## config.mk

```make
export PLATFORM = sky130hd
export DESIGN_NAME = dff_seq_ctrl
export DESIGN_NICKNAME = d
export VERILOG_FILES = /design/src/rtl/dff_seq_ctrl.sv
export SDC_FILE = /design/constraint.sdc
export NUM_CORES = 1
export LEC_CHECK = 0
export BUFFER_PORTS_ARGS = -buffer_cell sky130_fd_sc_hd__buf_2
export CAP_MARGIN = 20
export CORE_ASPECT_RATIO = 1.4
export CORE_MARGIN = 5
export CORE_UTILIZATION = 35
export CTS_CLUSTER_DIAMETER = 120
export DETAILED_ROUTE_END_ITERATION = 16
export PLACE_DENSITY_LB_ADDON = 0.08
export SETUP_SLACK_MARGIN = 0.5
export SLEW_MARGIN = 20
export SYNTH_ARGS = -nofsm -noshare
export SYNTH_HDL_FRONTEND = slang
export SYNTH_SLANG_ARGS = --single-unit
```

## constraint.sdc

```tcl
create_clock -name clk -period 4.28 [get_ports clk]
set_clock_uncertainty 0.05 [all_clocks]
set_input_delay 0.428 -clock clk [delete_from_list [all_inputs] [get_ports clk]]
set_output_delay 0.428 -clock clk [all_outputs]
set_load 0.005 [all_outputs]
```

## src/rtl/dff_seq_ctrl.sv

```systemverilog
// dff_seq_ctrl: steps a D flip-flop under test through eleven control phases (P0..P10).
// Define DFF_SEQ_CHECK_EN to add the q_in checker outputs err_cnt and pass.
module dff_seq_ctrl #(
    parameter int DWELL_W = 8
) (
    input  logic               clk,
    input  logic               r_n,
    input  logic               start,
    input  logic               abort,
    input  logic [DWELL_W-1:0] dwell,
    input  logic               q_in,
    output logic               sync,
    output logic               r,
    output logic               s,
    output logic               d,
    output logic               busy,
    output logic               done,
    output logic [3:0]         phase
`ifdef DFF_SEQ_CHECK_EN
    ,
    output logic [7:0]         err_cnt,
    output logic               pass
`endif
);
    localparam logic [3:0] P0   = 4'h0;
    localparam logic [3:0] P10  = 4'hA;
    localparam logic [3:0] DONE = 4'hE;
    localparam logic [3:0] IDLE = 4'hF;
    // {sync, r, s, d} per phase
    localparam logic [3:0] PINS [0:10] = '{4'b0000, 4'b0101, 4'b0001, 4'b0011, 4'b0001, 4'b1001,
                                           4'b1000, 4'b0000, 4'b0001, 4'b0011, 4'b0001};

    logic [3:0]         state_q, state_d, pins_q, pins_d;
    logic [DWELL_W-1:0] dwell_q, dwell_d, cnt_q, cnt_d;
    logic               busy_q, done_q, in_ph, last, launch;

    assign in_ph  = state_q <= P10;
    assign last   = in_ph && cnt_q >= dwell_q;
    assign launch = state_q == IDLE && start && !abort;

    always_comb begin
        state_d = launch ? P0 :
                  (in_ph && abort) ? IDLE :
                  last ? (state_q == P10 ? DONE : state_q + 4'h1) :
                  (state_q == DONE) ? IDLE : state_q;
        // counter restarts at 1 on each phase entry, so it never passes the latched dwell
        cnt_d   = state_d > P10 ? '0 : state_d != state_q ? DWELL_W'(1) : cnt_q + DWELL_W'(1);
        dwell_d = launch ? (dwell == '0 ? DWELL_W'(1) : dwell) : dwell_q;
        pins_d  = state_d <= P10 ? PINS[state_d] : 4'b0000;
    end

    always_ff @(posedge clk or negedge r_n) begin
        if (!r_n) begin
            state_q <= IDLE;
            cnt_q   <= '0;
            dwell_q <= '0;
            pins_q  <= 4'b0000;
            busy_q  <= 1'b0;
            done_q  <= 1'b0;
        end else begin
            state_q <= state_d;
            cnt_q   <= cnt_d;
            dwell_q <= dwell_d;
            pins_q  <= pins_d;
            busy_q  <= state_d <= P10;
            done_q  <= state_d == DONE;
        end
    end

    assign {sync, r, s, d} = pins_q;
    assign busy  = busy_q;
    assign done  = done_q;
    assign phase = state_q;

`ifdef DFF_SEQ_CHECK_EN
    // expected q on the last cycle of P10..P0 (bit k = Pk)
    localparam logic [10:0] EXP_Q = 11'b111_0011_1100;

    logic [7:0] err_q, err_d;
    logic       pass_q, pass_d;

    always_comb begin
        err_d  = launch ? 8'h00 :
                 (last && q_in != EXP_Q[state_q] && err_q != 8'hFF) ? err_q + 8'h01 : err_q;
        pass_d = launch ? 1'b0 : state_d == DONE ? err_d == 8'h00 : pass_q;
    end

    always_ff @(posedge clk or negedge r_n) begin
        if (!r_n) begin
            err_q  <= 8'h00;
            pass_q <= 1'b0;
        end else begin
            err_q  <= err_d;
            pass_q <= pass_d;
        end
    end

    assign err_cnt = err_q;
    assign pass    = pass_q;
`else
    logic unused_q_in;
    assign unused_q_in = q_in;
`endif
endmodule

```

======== After elaboration in Yosys (flattened, before gate mapping) ========
Memory sizes are Yosys's and may differ from the RTL's.
Index checks and enable logic that the tools add are counted.
storage, ports and cells
  word-level logic and storage cells ...... 37
  RAM bits ................................ 0
  bits in registers ....................... 26
  memories ................................ 1
  bits in latches ......................... 0
  output and inout port bits .............. 10
  memory bits (read-only) ................. 64
  input bits .............................. 13
operators by class
  add/sub/neg operators ................... 2
  bitwise operators ....................... 1
  equal/unequal tests ..................... 5
  reduce and logical (&&, ||, !) cells .... 6
  muxes and demuxes ....................... 11
  multipliers ............................. 0
  magnitude comparators ................... 5
  shift-type cells ........................ 0
  div/mod/pow operators ................... 0
memories
  memory            depth  bits a word  read ports  clocked after memory_dff  write ports  line  source
  (name not given)  16     4            1           0                         0            49    pins_d = state_d <= P10 ? PINS[state_d] : 4'b0000;
operator list
  operator                                                       number
  4-bit two-way mux                                              8
  8-bit two-way mux                                              3
  4-bit == test, second input constant                           4
  8-bit by 1-bit adder with 8-bit output, second input constant  1
  8-bit greater-or-equal comparator                              1
  4-bit <= comparator, second input constant                     2
  8-bit logical NOT                                              1
  5-bit greater-or-equal comparator, second input constant       1
  4-bit inverter with 5-bit output                               1
  4-bit by 1-bit adder with 4-bit output, second input constant  1
  4-bit > comparator, second input constant                      1
  1-bit logical AND                                              4
  4-bit != test                                                  1
  1-bit logical NOT                                              1

======== Longest topological paths before layout ========
Gate-level depths: netlist of run 1.
  depth after elaboration ................. 10
  mapped depth ............................ 13
  mapped depth without buffers ............ 13

======== Worst setup path before layout of run 1 ========
No wires, ideal clock.
  path type ............................... register -> register
  start point ............................. register cnt_q[0]
  end point ............................... register cnt_q[1]
  cell stages (with the launch flop) ...... 13
  period minus slack after synthesis ...... 3.093 ns
  path buffers ............................ 0
  arrival ................................. 2.902 ns
  path slack .............................. 1.187 ns
  setup time .............................. 0.141 ns
  required time ........................... 4.089 ns
  cells stage by stage .................... dfrtp_1 inv_1 ha_1 nand2b_4 a2111oi_4 o31ai_1 nor4_1 a211o_1 nor2_1 ha_1 a2111o_1 a21oi_1 nor2_1
on the way
  cells in the longest elaborated chain, start to end .. 8
  elaborated cells on any way between the ends .. 10
  classes of those cells .................. add/sub: 1; order compare: 2; eq/ne: 1; mux: 5; reduce/logical: 1
RTL lines
  what                                                        line  source
  start, declared                                             34    logic [DWELL_W-1:0] dwell_q, dwell_d, cnt_q, cnt_d;
  start signal, assigned                                      62    cnt_q <= cnt_d;
  8-bit greater-or-equal comparator (*)                       38    assign last = in_ph && cnt_q >= dwell_q;
  1-bit logical AND (*)                                       38
  4-bit two-way mux (*)                                       44    last ? (state_q == P10 ? DONE : state_q + 4'h1) :
  4-bit two-way mux (*)                                       43    (in_ph && abort) ? IDLE :
  4-bit two-way mux (*)                                       42    state_d = launch ? P0 :
  net state_d[1]                                              33    logic [3:0] state_q, state_d, pins_q, pins_d;
  branches (longest 2 deep; another with 4-bit > comparator)  n/a
  8-bit two-way mux (*)                                       47    cnt_d = state_d > P10 ? '0 : state_d != state_q ? DWELL_W'(1) : cnt_q + DWELL_W'(1);
  net cnt_d[1]                                                34
Mark *: on every way through the listed nets, which the timed path passes.
A chain may end at the register's enable or synchronous reset.

======== Worst setup path after layout of run 1 ========
  start point ............................. register state_q[1] (netlist: phase[1])
  end point ............................... register cnt_q[3]
on the way
  cells in the longest elaborated chain, start to end .. 8
  elaborated cells on any way between the ends .. 18
  classes of those cells .................. add/sub: 1; order compare: 2; eq/ne: 4; mux: 7; reduce/logical: 4
RTL lines
  what                                                                            line  source
  start, declared                                                                 33
  start signal, assigned                                                          61    state_q <= state_d;
  branches (longest 7 deep; another with 4-bit by 1-bit adder with 4-bit output)  n/a
  8-bit two-way mux (*)                                                           47
  net cnt_d[3]                                                                    34
Marks and branches as above.

==> summary.md, run 1 <==
| Metric | Value |
|---|---|
| Outcome | `complete, no violations` |
| Synth Area in XOR/XNOR | `around 3.3%` |
| Detailed Route Iter0 Violations | `95` |
| Largest family of logic cells by synthesized area | `simple AND/OR/NAND/NOR gates` |
| # diodes | `0` |
| Max-cap violations | `0` |
| Fin area | `1850 um2` |
| Bufs on Longest Clock Path | `2` |
| Num rows | `29` |
| CTS clk-pin slew, worst paths | `0.09 ns` |
| Initial antenna violation count | `0` |
| Commonest non-fill, non-tap cell in the layout | `nand2_1` |
| Unique masters post-synth | `38` |
| Crit Path Category | `reg2reg` |
| Post-DP Area | `around 1800 um2` |
| CTS tree | `yes` |
| Residual DRC | `0` |
| Hold crit path type | `in2async` |
| Number of global-route vias before repair | `1,371` |
| Fin crit share | `~80%` |
| Share of the yosys chip area belonging to registers | `slightly above 40%` |
| Fmax | `just under 300 MHz` |
| Mux cell area share after synthesis | `under 10%` |
| Routed vias/inst | `5.05` |
| WP data arrival | `roughly 3.5 ns` |
| Initial core utilization | `approximately 36%` |
| I/O Buffers | `21` |
| Final min period | `between 3 and 4 ns` |
| Compound-Gate Fraction of Synth Area | `approximately an eighth` |
| Die area | `a little over 6000 um2` |
| Synth Flop Type | `dfrtp_1` |
| Worst-path maximum fanout | `9` |
| Synthesis warning total | `0` |
| Synth Area in Simple Gates | `a little under a quarter` |
| Register bit total from synthesis | `26` |
| H-tree depth | `1` |
| Area growth syn-to-layout | `14.6%` |
| Reg2reg setup slack | `0.91 ns` |
| Total global-route track usage | `12.7%` |
| Num CTS Buffers | `3` |
| Gpl congestion | `between 0.7 and 0.8` |
| Hold slack | `roughly 0.10 ns` |
| Die Wd | `a little under 70 um` |
| Core Region | `around 4500 um2` |
| Slew @ Worst Pin | `about 0.59 ns` |
| Latest clock arrival within the worst-skew pair | `around 0.27 ns` |
| Number of setup buffers added after CTS | `0` |
| Post-Syn Instances | `around 180` |
| Slew Limit Fails | `0` |
| Largest net degree at the start of global routing | `27` |
| Nets | `around 230` |
| Syn Std Cell Area | `roughly 1600 um2` |
| Net Count, Synth | `between 200 and 250` |
| Drt first pass iters | `4` |
| Post-layout power | `around 1.1 mW` |
| Pwr/cell area | `about 620 nW/um2` |
| DP Wirelength | `2720 um` |
| Hold Vio Cnt, Final | `0` |
| Endpoints failing setup | `0` |
| Crit end category | `register` |
| Global route overflow | `0` |
| DR vias | `1,313` |
| CP startpoint kind | `register` |
| Die Ht | `90.3 um` |
| Setup TNS | `0 ns` |
| Root Buffer | `clkbuf_8` |
| Data required, critical path | `4.39 ns` |
| Post-synth EDFFs | `0` |
| RSZ-0062 raised after global routing | `no` |
| Worst slew margin | `around three fifths` |
| Detailed-route wire length | `roughly 3500 um` |
| Fin util | `between 40% and 50%` |
| Layout cells sized above 1 | `18.2%` |
| # clock sinks | `26` |
| Remaining antenna violation count | `0` |
| Synth Area in Adders | `between 10% and 20%` |
| Worst vdd ir | `~0.0003 V` |
| Static Leakage | `around 0.92 nW` |
| Avg Cell Area, Syn | `~9.1 um2` |
| Commonest non-fill, non-tap cells in the layout | `23 x nand2_1, 22 x dfrtp_1, 21 x buf_2` |
| IO Pins | `23` |
| Global-route wire length before repair | `between 6000 and 7000 um` |
| Hold Buf Count CTS | `0` |
| Async set-reset flop share out of synthesis | `100%` |
| Post_cts resized | `0` |
| Post-DR wirelength/cell | `about 13 um` |
per-layer routing:
| layer | GRT usage [%] | share of wire [%] | vias up |
|---|---|---|---|
| li1 | - | - | 651 |
| met1 | 13.7 | 40 | 634 |
| met2 | 24.2 | 56 | 24 |
| met3 | 1.87 | 3.1 | 4 |
| met4 | 3.55 | 0.97 | 0 |
| met5 | 0 | 0 | - |
synth_stat cells, drive strengths merged (3+ instances only):
| library cell | count | area, um2 |
|---|---|---|
| a21oi | 9 | 45.0 |
| ha | 15 | 188 |
| nor3 | 6 | 35.0 |
| nor4 | 3 | 18.8 |
| inv | 17 | 63.8 |
| o21a | 3 | 22.5 |
| nand3 | 8 | 40.0 |
| xnor2 | 5 | 43.8 |
| dfrtp | 22 | 551 |
| o21ai | 12 | 60.1 |
| and3 | 5 | 31.3 |
| nor2 | 12 | 45.0 |
| nand2 | 23 | 86.3 |
| dfstp | 4 | 105 |
| and2 | 3 | 21.3 |
| clkbuf | 3 | 11.3 |
| nand4 | 3 | 18.8 |
sequential cells by signal, summed over array words and instances (netlist names):
| register | count |
|---|---|
| phase | 4 |
| busy | 1 |
| cnt_q | 8 |
| pins_q | 4 |
| done | 1 |
| dwell_q | 8 |
critical path: stages, from the launching register on:
cell and delay (ns):
dfstp_2 0.63, ha_1 0.29, nor2b_1 0.06, o21ai_0 0.48, and2_1 0.31, a21oi_1 0.08, mux2i_1 0.18, o21ai_0 0.15
ha_1 0.25, a2111o_1 0.38, a21oi_1 0.16, buf_4 0.18, nor2_1 0.06
worst paths after layout:
kind                               to  cells past startpoint       start
max                          cnt_q[3]                     12    phase[1]
min                        dwell_q[4]                      1         r_n
max reg2reg                  cnt_q[3]                     12    phase[1]
min reg2reg                dwell_q[0]                      2  dwell_q[0]
max in group asynchronous    cnt_q[3]                      1         r_n
min in group clk           dwell_q[6]                      3    dwell[6]
final cells by class:
| type | count | area [um2] |
|---|---|---|
| clock buffers | 3 | 41.3 |
| well taps | 62 | 77.6 |
| repair buffers | 23 | 120 |
| multi-input cells | 128 | 857 |
| flip-flops and latches | 26 | 656 |
| fillers | 487 | 2650 |
| clock inverters | 1 | 30.0 |
| inverters | 17 | 63.8 |
report_power, final:
part	total, mW	leakage [nW]	internal [mW]	switching [mW]
logic	0.542	0.551	0.234	0.307
clock network	0.205	0.0357	0.125	0.0800
registers	0.389	0.331	0.330	0.0588
total	1.14	0.918	0.689	0.446
kinds of logic after synthesis:
kind of cell             after synthesis
AND/OR/NAND/NOR                       73
AO/OA/AOI/OAI                         32
flip-flops                            26
buffers and inverters                 22
adder cells (fa/ha/maj)               15
XOR/XNOR                               6
multiplexers                           2
stage by stage:
| step | setup WS (ns) | std cells |
|---|---|---|
| floorplan | 1.19 | 176 |
| global placement | 0.984 | 256 |
| detailed placement | 0.953 | 256 |
| CTS | 0.926 | 260 |
| global route | 0.710 | 260 |
| finish | 0.912 | 260 |
Note: power is estimated with default switching activity, not from simulation.
==> run 2, diff against run 1 <==
Settings changed: ABC_AREA set to 1.
Clock period 4.28 ns to 3 ns, I/O delays scaled along.
==> run 2 against run 1 <==
Compared with the run above:
- die area increased by 0.34%
- combinational power grew 100%
- sequential share of layout area decreased by 4.1 points
- register-to-register slack worse by 0.26 ns
- critical path depth increased by 5
- non-clock buffer count up 14
- cell area grew 13%
- routed wire length up 6.5%
- critical endpoint is now cnt_q[6]
==> summary.md, run 2 <==
| Metric | Value |
|---|---|
| Worst vdd ir | `around 0.00045 V` |
| Remaining antenna violation count | `0` |
| Comb power frac | `about 56%` |
| Pwr/cell area | `~940 nW/um2` |
| Net Count, Synth | `just over 200` |
| Async set-reset flop share out of synthesis | `100%` |
| Post-DP Area | `about 1800 um2` |
| Worst slew margin | `59.6%` |
| Internal power | `~1.1 mW` |
| Max-cap violations | `0` |
| Fmax | `about 430 MHz` |
| Area growth syn-to-layout | `29.2%` |
| Latest clock arrival within the worst-skew pair | `between 0.2 and 0.3 ns` |
| Sw Pwr | `around 0.86 mW` |
| Endpoints failing setup | `0` |
| Routed vias/inst | `around 4.8` |
| Number of global-route vias before repair | `about 1,500` |
| Die area | `6100 um2` |
| Root Buffer | `clkbuf_8` |
| Core Region | `4500 um2` |
| Worst path most repeated cell | `nand2_4` |
| Register bit total from synthesis | `26` |
| Commonest non-fill, non-tap cell in the layout | `nand2_1` |
| # diodes | `0` |
| Hold Vio Cnt, Final | `0` |
| Crit-path cells | `ha_4 -> nand2_2 -> nor2_4 -> nand4_1 -> nand3_4 -> nand2_4 -> nand2_2 -> nand3_4 -> nand2_4 -> inv_4 -> ha_4 -> inv_2 -> a21oi_4 -> nor2_4 -> inv_2 -> nand2_4 -> nor2_2` |
| Fin area | `approximately 2100 um2` |
| Synthesis warning total | `0` |
| H-tree depth | `1` |
| DR vias | `around 1,300` |
| Most frequent cell after synthesis | `nand2_1` |
| Post-Syn Instances | `between 150 and 200` |
| Drt first pass iters | `4` |
| Die Ht | `about 90 um` |
| Nets | `roughly 250` |
| Layout cells sized above 1 | `41.1%` |
| RSZ-0062 raised after global routing | `yes` |
| Pre-CTS WS | `0.357 ns` |
| Syn Std Cell Area | `1620 um2` |
| Data required, critical path | `between 3 and 4 ns` |
| Crit end category | `register` |
| Reg2reg setup slack | `0.65 ns` |
| Initial antenna violation count | `0` |
| CP delay by family, top | `simple AND/OR/NAND/NOR gates` |
| Commonest non-fill, non-tap cells in the layout | `26 x nand2_1, 22 x inv_1, 22 x dfrtp_1` |
| Unique masters post-synth | `29` |
| Gpl congestion | `~0.75` |
| IO Pins | `23` |
| Hold crit path type | `in2reg` |
| Initial core utilization | `between 30 and 40%` |
| Sequential power share | `between 20% and 30%` |
| Slew @ Worst Pin | `between 0.6 and 0.7 ns` |
| Residual DRC | `0` |
| Worst path depth | `17` |
| Synth top cells by count | `28 x nand2_1, 24 x inv_1, 22 x dfrtp_1` |
| CTS tree | `yes` |
| Post-synth EDFFs | `0` |
| Fill cell count | `~480` |
| I/O Buffers | `21` |
| Crit path max-delay cell type | `dfrtp_1` |
| Num rows | `29` |
| Fin crit share | `between 70% and 80%` |
| Synth Flop Type | `dfrtp_1` |
| Largest net degree at the start of global routing | `27` |
| Die Wd | `67.4 um` |
| Net Sw Frac | `approximately 44%` |
| Crit Path Category | `reg2reg` |
| Fin worst setup slack | `0.647 ns` |
| Slew Limit Fails | `0` |
| Detailed-route wire length | `~3700 um` |
| Total global-route track usage | `a little over an eighth` |
| Critical path's largest stage delay | `0.43 ns` |
| Hold depth | `3` |
| Worst-path maximum fanout | `7` |
| Synth area leader | `dfrtp_1` |
| Biggest regs | `cnt_q (8), dwell_q (8)` |
| CP startpoint kind | `register` |
| Outcome | `complete, no violations` |
| Bufs on Longest Clock Path | `2` |
| DP Wirelength | `approximately 2800 um` |
| # clock sinks | `26` |
| Static Leakage | `1.08 nW` |
| Worst Path Buf+Inv | `3` |
| Hold slack | `0.203 ns` |
| Worst r2r path cells | `17` |
| Avg Cell Area, Syn | `around 9.0 um2` |
| Post-DR wirelength/cell | `approximately 13 um` |
| Final min period | `~2.4 ns` |
| CTS clk-pin slew, worst paths | `about 0.090 ns` |
| WP data arrival | `between 2 and 2.5 ns` |
| Detailed Route Iter0 Violations | `47` |
| Clock share of power | `15.0%` |
| Num CTS Buffers | `3` |
| Top-area cell type share of the netlist area | `roughly a third` |
| Global route overflow | `0` |
| Setup TNS | `0 ns` |
| Top cells by area, synth | `dfrtp_1 34%, ha_1 12%, dfstp_2 6.5%` |
| Fin util | `between 40% and 50%` |
| Share of the yosys chip area belonging to registers | `approximately two fifths` |
| Global-route wire length before repair | `6310 um` |
==> run 2: worst paths after layout <==
path                               to        from
setup / recovery             cnt_q[6]    cnt_q[7]
hold / removal             dwell_q[4]    dwell[4]
setup reg to reg             cnt_q[6]    cnt_q[7]
hold reg to reg            dwell_q[2]  dwell_q[2]
max in group asynchronous    cnt_q[1]         r_n
min in group asynchronous  dwell_q[6]         r_n
==> run 2: power by group through the flow <==
stage / logic [mW] / clock network [mW] / registers (mW)
floorplan: 0.648 / 0 / 0.564
global placement: 0.847 / 0 / 0.577
detailed placement: 0.880 / 0 / 0.579
CTS: 0.977 / 0.303 / 0.567
global route: 1.24 / 0.318 / 0.582
finish: 1.10 / 0.294 / 0.566
==> run 2: routing by layer <==
layer / up-vias / track usage (%) / routed length [um]
li1: 658 / - / -
met1: 651 / 13.0 / 1380
met2: 21 / 26.3 / 2200
met3: 8 / 1.62 / 70
met4: 0 / 5.75 / 79
met5: - / 0 / 0
==> run 2: repair_timing <==
| action | CTS | global route |
|---|---|---|
| hold buffers | 1 | 0 |
| resized for setup | 5 | 14 |
| endpoints found under the hold margin | 22 | 0 |
| setup buffers | 10 | 5 |
| endpoints found under the setup margin | 7 | 12 |
| pin swaps | 6 | 13 |
==> run 2: cells by family (layout without fill, tap and decap cells) <==
family	count (synthesis)	after routing	synth area share (%)
AOI/OAI and AO/OA	21	21	7.66
xor gates and xnor gates	7	7	3.79
adders and majority gates	15	15	11.6
buffers and inverters	30	70	6.97
DFF	26	26	40.6
and+or+nand+nor	80	80	29.4
==> run 2: area by class of cell <==
class | count | area, um2 | share of cell area (%)
clock buffers | 3 | 41.3 | 1.98
clock inverters | 1 | 30.0 | 1.44
inverters | 29 | 111 | 5.33
multi-input cells | 123 | 941 | 45.1
flip-flops and latches | 26 | 656 | 31.4
well taps | 62 | 77.6 | 3.71
repair buffers | 37 | 231 | 11.1
==> run 2: per-stage QoR <==
step,power [mW],std cells
after floorplan,1.21,179
after global placement,1.42,261
after detailed placement,1.46,261
after CTS,1.85,276
after global routing,2.14,281
final,1.96,281
==> run 2: worst min-delay path, stage by stage <==
cell and delay [ns]:
buf_2 0.09, nand2_1 0.04, o21ai_0 0.06
==> run 3, diff against run 2 <==
Clock period 3 ns to 2.3 ns, I/O delays scaled along.
==> run 3 against run 2 <==
Compared with the run above:
- the flow now finishes with violations (setup timing)
- routed wire length is 1.6% lower
- hold slack worse by 0.058 ns
- combinational power is 51% higher
- largest power group unchanged
- power is 42% higher
- sequential share of layout area is 3.1 points lower
- first-iteration DRC count is 62% lower
- critical path depth is 1 higher
- fmax is 0.82% higher
- clock power is 28% higher
- via count is 3.8% higher
- register-to-register slack worse by 0.68 ns
==> summary.md, run 3 (synthesis results as in run 2) <==
| Metric | Value |
|---|---|
| Outcome | `finished with violations` |
| Failing checks | `setup timing` |
| Initial core utilization | `35.9%` |
| Global route overflow | `0` |
| Layout cells sized above 1 | `a little over half` |
| Global-route wire length before repair | `roughly 6000 um` |
| Hold Path End | `dwell_q[7]` |
| Post-route insts no fill | `300` |
| CP startpoint kind | `register` |
| Endpoints failing setup | `7` |
| Commonest non-fill, non-tap cells in the layout | `32 x buf_4, 22 x nand2_1, 22 x dfrtp_1` |
| Crit end category | `register` |
| Total global-route track usage | `around an eighth` |
| Post-DR wirelength/cell | `about 12 um` |
| Reg2reg setup slack | `-0.03 ns` |
| Die Wd | `~67 um` |
| Worst vdd ir | `0.000748 V` |
| Nets | `about 270` |
| # clock sinks | `26` |
| Die Ht | `90.4 um` |
| I/O Buffers | `21` |
| Comb power frac | `59.9%` |
| Core Region | `4500 um2` |
| IO Pins | `23` |
| CTS tree | `yes` |
| Num rows | `29` |
| Fin worst setup slack | `-0.0335 ns` |
| Detailed-route wire length | `3660 um` |
| Clock share of power | `approximately 14%` |
| # diodes | `0` |
| Residual DRC | `0` |
| Commonest non-fill, non-tap cell in the layout | `buf_4` |
| Drt first pass iters | `4` |
| H-tree depth | `1` |
| Latest clock arrival within the worst-skew pair | `around 0.27 ns` |
| Sw Pwr | `1.18 mW` |
| Fin area | `approximately 2300 um2` |
| Hold Vio Cnt, Final | `0` |
| Final min period | `around 2.3 ns` |
| Largest net degree at the start of global routing | `27` |
| Slew @ Worst Pin | `approximately 0.58 ns` |
| Area growth syn-to-layout | `43.2%` |
| Crit Path Category | `reg2reg` |
| Post-DP Area | `roughly 2000 um2` |
| Max-cap violations | `0` |
| Remaining antenna violation count | `0` |
| Detailed Route Iter0 Violations | `18` |
| WP data arrival | `approximately 2.5 ns` |
| Biggest regs | `cnt_q (8), dwell_q (8)` |
| Bufs on Longest Clock Path | `2` |
| DR vias | `1,389` |
| Data required, critical path | `~2.4 ns` |
| FF-to-FF End | `cnt_q[7]` |
| RSZ-0062 raised after global routing | `yes` |
| Root Buffer | `clkbuf_8` |
| Worst slew margin | `61.2%` |
| Static Leakage | `roughly 1.2 nW` |
| Gpl congestion | `just under 0.8` |
| Slew Limit Fails | `0` |
| Crit path from | `cnt_q[4]` |
| Net Sw Frac | `between 40 and 50%` |
| Fin util | `about half` |
| Worst r2r path cells | `18` |
| Internal power | `between 1.5 and 2 mW` |
| Initial antenna violation count | `0` |
| Hold depth | `3` |
| Hold crit path type | `in2reg` |
| HP Start | `dwell[7]` |
| DP Cell Count | `282` |
| Fmax | `429 MHz` |
| DP Wirelength | `around 2800 um` |
| Pwr/cell area | `around 1200 nW/um2` |
| Critical R2R Launch | `cnt_q[4]` |
| Sequential power share | `about a quarter` |
| Die area | `a little over 6000 um2` |
| Worst-path maximum fanout | `7` |
| Routed vias/inst | `roughly 4.6` |
| Number of global-route vias before repair | `~1,400` |
| CTS clk-pin slew, worst paths | `about 0.090 ns` |
| Num CTS Buffers | `3` |
| Fin crit share | `101%` |
-- run 3: cell count changes in the layout (fill, tap and decap cells not counted), moves of 4 or more --
cell / before / now
buf_4: 14 / 32
inv_1: 22 / 14
inv_2: 6 / 14
ha_1: 12 / 5
ha_4: 3 / 8
nand2_1: 26 / 22
-- run 3: power by group through the flow --
stage	sequential [mW]	combinational, mW	clock, mW
2_1_floorplan	0.740	0.903	0
3_3_place_gp	0.738	1.36	0
3_5_place_dp	0.741	1.40	0
4_1_cts	0.735	1.52	0.390
5_1_grt	0.759	1.85	0.412
6_report	0.738	1.66	0.377
-- run 3: how the worst max path moves through the flow --
| stage | cells past startpoint | slack, ns | to |
|---|---|---|---|
| after global routing | 17 | -0.17 | cnt_q[7] |
| after global placement | 16 | -0.05 | cnt_q[2] |
| after CTS | 17 | -0.03 | cnt_q[7] |
| final | 18 | -0.03 | cnt_q[7] |
| after floorplan | 17 | 0.06 | cnt_q[2] |
| after detailed placement | 19 | -0.1 | cnt_q[7] |
-- run 3: metrics by stage --
stage	setup WS [ns]	setup TNS (ns)	power [mW]	hold slack, ns
final	-0.0335	-0.207	2.78	0.145
after detailed placement	-0.0955	-0.746	2.14	0.217
after CTS	-0.0252	-0.144	2.65	0.137
after floorplan	0.0626	0	1.64	-0.116
after global routing	-0.173	-1.56	3.02	0.150
after global placement	-0.0520	-0.377	2.10	0.209
-- run 3: per-layer routing --
layer	track usage, %	wire [um]
met1	12.9	1330
met2	24.0	2150
met3	1.62	64
met4	6.26	116
met5	0	0
-- run 3: repair_timing --
| action | in CTS | in global routing |
|---|---|---|
| resized for setup | 15 | 18 |
| setup endpoints to repair | 22 | 26 |
| hold endpoints to repair | 22 | 0 |
| hold buffers | 1 | 0 |
| pin swaps | 16 | 8 |
| buffers inserted | 5 | 8 |
-- run 3: layout make-up --
class,instances,area [um2]
Clock inverter,1,30.0
Sequential cell,26,656
Tap cell,62,77.6
Multi-Input combinational cell,123,1020
Clock buffer,3,41.3
Inverter,29,111
Fill cell,477,2180
Timing Repair Buffer,56,378
-- run 3: worst max-delay path, stage by stage (launching register included) --
cell and delay, ns:
dfrtp_1 0.43, ha_4 0.29, nand2_4 0.05, nor2_4 0.11, buf_4 0.11, nand2_2 0.06, nand3_4 0.13, nand2_4 0.08
nand2_4 0.07, nand3_4 0.07, nand2_4 0.08, inv_4 0.04, ha_4 0.14, inv_2 0.05, a21oi_2 0.06, nor2_2 0.16
inv_2 0.07, nand2_4 0.12, nor2_2 0.04
